## src/rtl/branch_hazard_controller.sv

```systemverilog
// ID-stage control-transfer and hazard sequencer: selects the next-PC source, stalls on operand hazards and squashes the wrong-path slot.
// Optional statistics counters (taken_cnt, stall_cnt) are built only when BRANCH_STATS_EN is defined.
module branch_hazard_controller #(
    parameter int STALL_W = 2,
    parameter int CNT_W   = 16
) (
    input  logic             clk,
    input  logic             rst_n,
    input  logic             id_valid,
    input  logic [5:0]       id_opcode,
    input  logic [5:0]       id_funct,
    input  logic [4:0]       id_rs,
    input  logic [4:0]       id_rt,
    input  logic             rs_equal,
    input  logic             ex_reg_write,
    input  logic             ex_mem_read,
    input  logic [4:0]       ex_rd,
    input  logic             mem_mem_read,
    input  logic [4:0]       mem_rd,
    output logic [1:0]       pc_sel,
    output logic             pc_write,
    output logic             ifid_write,
    output logic             idex_bubble,
    output logic             id_kill
`ifdef BRANCH_STATS_EN
    ,
    output logic [CNT_W-1:0] taken_cnt,
    output logic [CNT_W-1:0] stall_cnt
`endif
);

    localparam logic [5:0] OP_RTYPE = 6'b000000;
    localparam logic [5:0] OP_J     = 6'b000010;
    localparam logic [5:0] OP_JAL   = 6'b000011;
    localparam logic [5:0] OP_BEQ   = 6'b000100;
    localparam logic [5:0] OP_BNE   = 6'b000101;
    localparam logic [5:0] OP_SW    = 6'b101011;
    localparam logic [5:0] FN_JR    = 6'b001000;
    localparam logic [5:0] FN_JALR  = 6'b001001;

    localparam logic [1:0] SEL_PC4    = 2'b00;
    localparam logic [1:0] SEL_JUMP   = 2'b01;
    localparam logic [1:0] SEL_BRANCH = 2'b10;
    localparam logic [1:0] SEL_REG    = 2'b11;

    typedef enum logic [1:0] {
        ST_RUN,
        ST_HOLD,
        ST_REDIRECT
    } state_t;

    state_t             state_reg, state_next;
    logic [STALL_W-1:0] cnt_reg, cnt_next;

    logic is_rtype, is_j, is_jr, is_jalr, is_beq, is_bne, is_sw;
    logic is_branch, is_reg_jump, id_resolved, rt_source;
    logic rs_hit_ex, rt_hit_ex, hit_ex, rs_hit_mem, rt_hit_mem, hit_mem;
    logic taken;
    logic [1:0] taken_sel;
    logic [STALL_W-1:0] need;
    logic redirect, stall;

    // Opcode / funct decode
    assign is_rtype    = (id_opcode == OP_RTYPE);
    assign is_j        = (id_opcode == OP_J) || (id_opcode == OP_JAL);
    assign is_jr       = is_rtype && (id_funct == FN_JR);
    assign is_jalr     = is_rtype && (id_funct == FN_JALR);
    assign is_beq      = (id_opcode == OP_BEQ);
    assign is_bne      = (id_opcode == OP_BNE);
    assign is_sw       = (id_opcode == OP_SW);
    assign is_branch   = is_beq || is_bne;
    assign is_reg_jump = is_jr || is_jalr;
    assign id_resolved = is_branch || is_reg_jump;
    assign rt_source   = is_rtype || is_branch || is_sw;

    // Register $0 never creates a dependency
    assign rs_hit_ex  = (id_rs != 5'd0) && (id_rs == ex_rd);
    assign rt_hit_ex  = rt_source && (id_rt != 5'd0) && (id_rt == ex_rd);
    assign hit_ex     = rs_hit_ex || rt_hit_ex;
    assign rs_hit_mem = (id_rs != 5'd0) && (id_rs == mem_rd);
    assign rt_hit_mem = rt_source && (id_rt != 5'd0) && (id_rt == mem_rd);
    assign hit_mem    = rs_hit_mem || rt_hit_mem;

    assign taken = is_j || is_reg_jump || (is_beq && rs_equal) || (is_bne && !rs_equal);

    always_comb begin
        taken_sel = SEL_PC4;
        if (is_j)
            taken_sel = SEL_JUMP;
        else if (is_branch)
            taken_sel = SEL_BRANCH;
        else if (is_reg_jump)
            taken_sel = SEL_REG;
    end

    // Stall cycles needed before the ID instruction may proceed (maximum over all causes)
    always_comb begin
        need = '0;
        if (id_resolved) begin
            if (hit_ex && ex_mem_read)
                need = STALL_W'(2);
            else if (hit_ex && ex_reg_write)
                need = STALL_W'(1);
            if (hit_mem && mem_mem_read && need == '0)
                need = STALL_W'(1);
        end else if (hit_ex && ex_mem_read) begin
            need = STALL_W'(1);
        end
    end

    always_ff @(posedge clk or negedge rst_n) begin
        if (!rst_n) begin
            state_reg <= ST_RUN;
            cnt_reg   <= '0;
        end else begin
            state_reg <= state_next;
            cnt_reg   <= cnt_next;
        end
    end

    always_comb begin
        state_next  = state_reg;
        cnt_next    = cnt_reg;
        pc_sel      = SEL_PC4;
        pc_write    = 1'b1;
        ifid_write  = 1'b1;
        idex_bubble = 1'b0;
        id_kill     = 1'b0;
        redirect    = 1'b0;
        stall       = 1'b0;
        case (state_reg)
            ST_RUN: begin
                if (id_valid && need != '0) begin
                    stall    = 1'b1;
                    cnt_next = need - STALL_W'(1);
                    if (need > STALL_W'(1))
                        state_next = ST_HOLD;
                end else if (id_valid && taken) begin
                    redirect   = 1'b1;
                    pc_sel     = taken_sel;
                    state_next = ST_REDIRECT;
                end
            end
            ST_HOLD: begin
                stall = 1'b1;
                if (cnt_reg <= STALL_W'(1)) begin
                    cnt_next   = '0;
                    state_next = ST_RUN;
                end else begin
                    cnt_next = cnt_reg - STALL_W'(1);
                end
            end
            ST_REDIRECT: begin
                id_kill     = 1'b1;
                idex_bubble = 1'b1;
                state_next  = ST_RUN;
            end
            default: begin
                state_next = ST_RUN;
                cnt_next   = '0;
            end
        endcase
        if (stall) begin
            pc_write    = 1'b0;
            ifid_write  = 1'b0;
            idex_bubble = 1'b1;
        end
        // Reset is asynchronous, so the outputs must reflect it without waiting for a clock
        if (!rst_n) begin
            pc_sel      = SEL_PC4;
            pc_write    = 1'b0;
            ifid_write  = 1'b0;
            idex_bubble = 1'b1;
            id_kill     = 1'b0;
            redirect    = 1'b0;
            stall       = 1'b0;
        end
    end

`ifdef BRANCH_STATS_EN
    logic [CNT_W-1:0] taken_cnt_reg, stall_cnt_reg;

    always_ff @(posedge clk or negedge rst_n) begin
        if (!rst_n) begin
            taken_cnt_reg <= '0;
            stall_cnt_reg <= '0;
        end else begin
            if (redirect && taken_cnt_reg != '1)
                taken_cnt_reg <= taken_cnt_reg + CNT_W'(1);
            if (stall && stall_cnt_reg != '1)
                stall_cnt_reg <= stall_cnt_reg + CNT_W'(1);
        end
    end

    assign taken_cnt = taken_cnt_reg;
    assign stall_cnt = stall_cnt_reg;
`endif

endmodule

```

## config.mk

```make
export PLATFORM = sky130hd
export DESIGN_NAME = branch_hazard_controller
export DESIGN_NICKNAME = d
export VERILOG_FILES = /design/src/rtl/branch_hazard_controller.sv
export SDC_FILE = /design/constraint.sdc
export NUM_CORES = 1
export LEC_CHECK = 0
export CORE_ASPECT_RATIO = 1.1
export CORE_MARGIN = 5
export CORE_UTILIZATION = 25
export DETAILED_ROUTE_END_ITERATION = 7
export SETUP_SLACK_MARGIN = 0.02
export SYNTH_ARGS = -nofsm -noshare
export SYNTH_HDL_FRONTEND = slang
export SYNTH_SLANG_ARGS = --single-unit
```

## constraint.sdc

```tcl
create_clock -name clk -period 6.5 [get_ports clk]
set_input_delay 1.3 -clock clk [delete_from_list [all_inputs] [get_ports clk]]
set_output_delay 1.3 -clock clk [all_outputs]
set_load 0.03 [all_outputs]
```

==> results.toml, run 1 <==
[clock_tree]
clockBufferDepth = 2
path_clk_slew_ns = 0.04
cts_buffers = 3
post-cts-setup-buffers = 0
cts_tree = "built"
post_cts_resized = 0
clock_latency_ns = 0.24
cts_root_buf = "clkbuf_4"
postCtsHoldBufs = 0
clock-sinks = 4
h-tree-depth = 1

[drt]
drc = 0
vias_per_cell = 4.88
met2WireLength_um = 1030
routedWlPerCell_um = 12.5
wl_um = 2060
num_vias = 805
drt_pass1_iterations = 5
ant_nets = 0
dr.first_iter.drc_count = 6
routed-wl-met3_um = 209
drt-met1-wl_um = 795
highest_layer = "met4"

[setup_path]
crit_required_ns = 5.20
arrival_ns = 4.50
worstPathMaxFanout = 3
crit_slowest_cell = "clkdlybuf4s50_1"
max_stage_delay_ns = 0.69
r2r_start = "state_reg[0]"
crit_start = "id_opcode[0]"
endpoint_kind = "output port"
startpoint_type = "input port"
critPathKind = "in -> out"
cp_cell_sequence = "clkdlybuf4s50_1, nor3_1, a21oi_1, nor3b_1, inv_1, a211oi_2, nor2_1, ha_1, nor2b_1, o21ai_0, and2_1, o21ai_0, clkdlybuf4s50_1"

[grt]
grtUsageTotal_pct = 11.8
grt_pass1_wl_um = 3610
antenna_found_initial = 0
grt_max_degree = 9
grt_pass1_vias = 878
overflow = 0

[yosys]
synth_top_area_share_pct = 15.1
ys_warn_count = 0
synthCells = 87
ys_types = 35
yosys-top-cells-area = "xnor2_1, dfrtp_1, xor2_1, nor3_1, nand3_1"
yosys_most_used_dff = "dfrtp_1"
synthesis.nets = 127
synth_area_um2 = 698
syn_avg_cell_area_um2 = 8.02
synth_top_cell_by_area = "xnor2_1"
ys_ff_latch = 4
synth_edf_count = 0
synthArstFlopShare_pct = 100
yosysSeqAreaShare_pct = 14.3

[floorplanning]
die_h_um = 65.4
io_pins = 45
die_x_um = 60.4
rows = 20
core_area_um2 = 2730
initial_core_util_pct = 25.6
die-area_um2 = 3950

[sta]
slew_violations = 0
hold_slack_ns = 0.532
max_slew_margin_pct = 73.5
post-route-min-period_ns = 5.80
worst_pin_slew_ns = 0.394
setup_viol = 0
setup-tns-final_ns = 0
period_share_pct = 89.3
max_freq_ghz = 0.172
final.setup_skew_ns = 0.00204
rsz0062_at_grt = "no"
hold_viol = 0

[status]
status = "completed"

[worst_hold_path]
hold_class = "reg -> reg"
worstHoldStart = "cnt_reg[0]"

[final_layout]
nets = 174
seq_area_um2 = 100
multi_input_area_um2 = 583
fillers = 282
final_common_cell = "clkdlybuf4s50_1"
diodes = 0
post_route_cells_drive_above_1_share_pct = 8.33
area_growth_pct = 69.7
final_cell_mix = "clkdlybuf4s50_1, xnor2_1, xor2_1"

[power]
leakage_nw = 0.417
ir_worst_vdd_v = 0.0000566
power_density_nw_per_um2 = 106

[flow_run]
drv_cap = 0

[placement]
dp_hpwl_um = 1910
port_buffers = 43
place.gp.congestion = 0.857
[path summary, 6_finish.rpt]
| check | end | slack (ns) | cells past startpoint |
|---|---|---|---|
| worst max-delay path | idex_bubble | 0.70 | 13 |
| worst min-delay path | cnt_reg[0] | 0.53 | 2 |
| worst max register to register | state_reg[1] | 5.38 | 4 |
| worst min register to register | cnt_reg[0] | 0.53 | 2 |
| max in group asynchronous | cnt_reg[1] | 4.99 | 1 |
| min in group asynchronous | cnt_reg[0] | 1.30 | 1 |
[kinds of logic after synthesis]
family | synth area share, %
simple gates | 35.7
fa+ha+maj | 1.79
mux | 2.87
compound gates | 16.8
flops | 14.3
buf+inv | 2.15
xor+xnor | 26.3
[through the flow]
step	area [um2]	setup WS, ns	total power [mW]	instances	utilization, %
finish	1180	0.698	0.126	165	43.4
floorplan	698	1.60	0.0592	87	-
global route	1180	0.368	0.137	165	43.4
detailed placement	1160	0.673	0.0955	162	42.6
CTS	1180	0.665	0.129	165	43.4
global placement	1160	0.687	0.0935	162	42.6
[metal layers]
| metal | up-vias | GRT usage [%] |
|---|---|---|
| met4 | 0 | 4.16 |
| met2 | 37 | 20.5 |
| met5 | - | 0 |
| li1 | 411 | - |
| met3 | 3 | 3.93 |
| met1 | 354 | 12.9 |
[cells in the mapped netlist (3+ instances only)]
| cell | number |
|---|---|
| a21oi_1 | 3 |
| xor2_1 | 9 |
| o21ai_0 | 3 |
| dfrtp_1 | 4 |
| and2_1 | 3 |
| nor3_1 | 6 |
| nor2_1 | 5 |
| nand3_1 | 5 |
| xnor2_1 | 12 |
| nand2_1 | 5 |
| and3_1 | 3 |
[power by group]
part	total [mW]	internal [mW]	leakage, nW	switching [mW]
combinational	0.0609	0.0360	0.350	0.0249
sequential	0.0337	0.0299	0.0534	0.00385
clock	0.0311	0.0207	0.0138	0.0105
total	0.126	0.0866	0.417	0.0392
[final cells by class]
| type | count | area share, % |
|---|---|---|
| flip-flops and latches | 4 | 8.45 |
| clock buffers | 3 | 1.90 |
| multi-input cells | 80 | 49.2 |
| inverters | 2 | 0.634 |
| well taps | 33 | 3.48 |
| repair buffers | 43 | 36.3 |
[worst max-delay path: cells and delay by family]
family	cells	cell delay, ns
buffers and inverters	3	1.26
AO/OA/AOI/OAI	4	0.56
AND/OR/NAND/NOR	5	1.18
adder cells (fa/ha/maj)	1	0.21
No activity file was read; power rests on OpenSTA's default activity.
==> run 2, diff against run 1 <==
--- a/config.mk
+++ b/config.mk
@@ -11,3 +11,4 @@
 export DETAILED_ROUTE_END_ITERATION = 7
-export SETUP_SLACK_MARGIN = 0.02
+export REMOVE_ABC_BUFFERS = 1
+export SETUP_SLACK_MARGIN = 0.15
 export SYNTH_ARGS = -nofsm -noshare
--- a/constraint.sdc
+++ b/constraint.sdc
@@ -3,2 +3,2 @@
 set_output_delay 1.3 -clock clk [all_outputs]
-set_load 0.03 [all_outputs]
+set_load 0.05 [all_outputs]
==> results.toml, run 2 (synthesis results as in run 1) <==
[drt]
ant_nets = 0
routedWlPerCell_um = 12.3
drt_pass1_iterations = 4
num_vias = 816
dr.first_iter.drc_count = 5
drc = 0
vias_per_cell = 4.95
wl_um = 2020

[flow_run]
drv_cap = 0

[grt]
grt_pass1_wl_um = 3480
antenna_found_initial = 0
overflow = 0
grt_max_degree = 9
grt_pass1_vias = 871
grtUsageTotal_pct = 11.0

[clock_tree]
clock_latency_ns = 0.24
post-cts-setup-buffers = 0
cts_buffers = 3
post_cts_resized = 0
clockBufferDepth = 2
path_clk_slew_ns = 0.04
clock-sinks = 4
h-tree-depth = 1
cts_tree = "built"
cts_root_buf = "clkbuf_4"
postCtsHoldBufs = 0

[worst_hold_path]
hold_class = "reg -> reg"
min_delay_path_depth = 2

[setup_path]
critPathKind = "in -> out"
r2r_cells = 4
arrival_ns = 4.67
startpoint_type = "input port"
worstPathMaxFanout = 6
endpoint_kind = "output port"
crit_required_ns = 5.20

[floorplanning]
die_x_um = 60.4
core_area_um2 = 2730
rows = 20
die_h_um = 65.4
die-area_um2 = 3950
initial_core_util_pct = 25.6
io_pins = 45

[power]
power_density_nw_per_um2 = 108
power_switching_mw = 0.0416
pwr-share-comb_pct = 48.6
clkPwrFrac_pct = 25.3
leakage_nw = 0.417
internal_power_mw = 0.0866
seqPwrFrac_pct = 26.1
p_sw_share_pct = 32.4
ir_worst_vdd_v = 0.0000792

[placement]
placed_area_um2 = 1160
place.gp.congestion = 0.848
dp_hpwl_um = 1860
placedCellCount = 162
port_buffers = 43

[final_layout]
nets = 174
area_growth_pct = 69.7
final_common_cell = "clkdlybuf4s50_1"
final_cell_mix = "clkdlybuf4s50_1, xnor2_1, xor2_1"
post_route_cells_drive_above_1_share_pct = 8.33
stdcell_area_um2 = 1180
finalNonFillerCells = 165
diodes = 0

[sta]
post-route-min-period_ns = 5.97
slew_violations = 0
hold_viol = 0
rsz0062_at_grt = "no"
worst_pin_slew_ns = 0.496
final.setup_skew_ns = 0.00376
max_slew_margin_pct = 66.8
period_share_pct = 91.9
max_freq_ghz = 0.167
setup_viol = 0
setup-tns-final_ns = 0

[status]
status = "completed"
==> run 2: cell counts in the layout (fill, tap and decap cells not counted) <==
Identical to the previous run, type by type.
==> run 2: power by group through the flow <==
| stage | Sequential, mW | Clock (mW) | Combinational, mW |
|---|---|---|---|
| detailed placement | 0.0335 | 0 | 0.0629 |
| floorplan | 0.0330 | 0 | 0.0275 |
| global route | 0.0343 | 0.0348 | 0.0679 |
| finish | 0.0335 | 0.0324 | 0.0623 |
| global placement | 0.0336 | 0 | 0.0618 |
| CTS | 0.0335 | 0.0335 | 0.0630 |
==> run 2: layout make-up <==
| type | count | area (um2) |
|---|---|---|
| Clock buffer | 3 | 22.5 |
| Fill cell | 287 | 1540 |
| Sequential cell | 4 | 100 |
| Timing Repair Buffer | 43 | 430 |
| Multi-Input combinational cell | 80 | 583 |
| Tap cell | 33 | 41.3 |
| Inverter | 2 | 7.51 |
==> run 2: layer usage <==
metal	track usage [%]	routed length (um)	part of all wire (%)	vias up
met5	0	0	0	-
met4	3.32	21	1.0	0
met3	3.54	211	10	2
met2	18.8	967	48	38
met1	12.9	821	41	365
li1	-	-	-	411
==> run 2: worst max-delay path, cell delays in order <==
cell             delay [ns]
clkdlybuf4s50_1        0.59
and3_1                 0.19
mux2i_1                0.06
nor3_1                 0.35
a41oi_1                0.22
a211oi_2               0.31
nor2_1                 0.07
ha_1                   0.21
nor2b_1                0.19
o21ai_0                0.10
and2_1                 0.18
o21ai_0                0.07
clkdlybuf4s50_1        0.82
==> run 2: path summary, 6_finish.rpt <==
| path | from | end | slack [ns] |
|---|---|---|---|
| worst max-delay path | id_opcode[1] | idex_bubble | 0.53 |
| min in group asynchronous | rst_n | cnt_reg[0] | 1.30 |
| max in group asynchronous | rst_n | state_reg[0] | 4.99 |
| worst min register to register | cnt_reg[0] | cnt_reg[0] | 0.52 |
| worst max register to register | state_reg[0] | state_reg[1] | 5.35 |
| worst min-delay path | cnt_reg[0] | cnt_reg[0] | 0.52 |
==> run 2: per-stage QoR <==
step	worst slack (ns)	util [%]	total power, mW	hold WS, ns
6_report	0.526	43.4	0.128	0.524
5_1_grt	0.254	43.4	0.137	0.571
4_1_cts	0.487	43.4	0.130	0.528
3_5_place_dp	0.513	42.6	0.0964	0.512
3_3_place_gp	0.567	42.6	0.0954	0.497
2_1_floorplan	0.746	-	0.0605	0.472
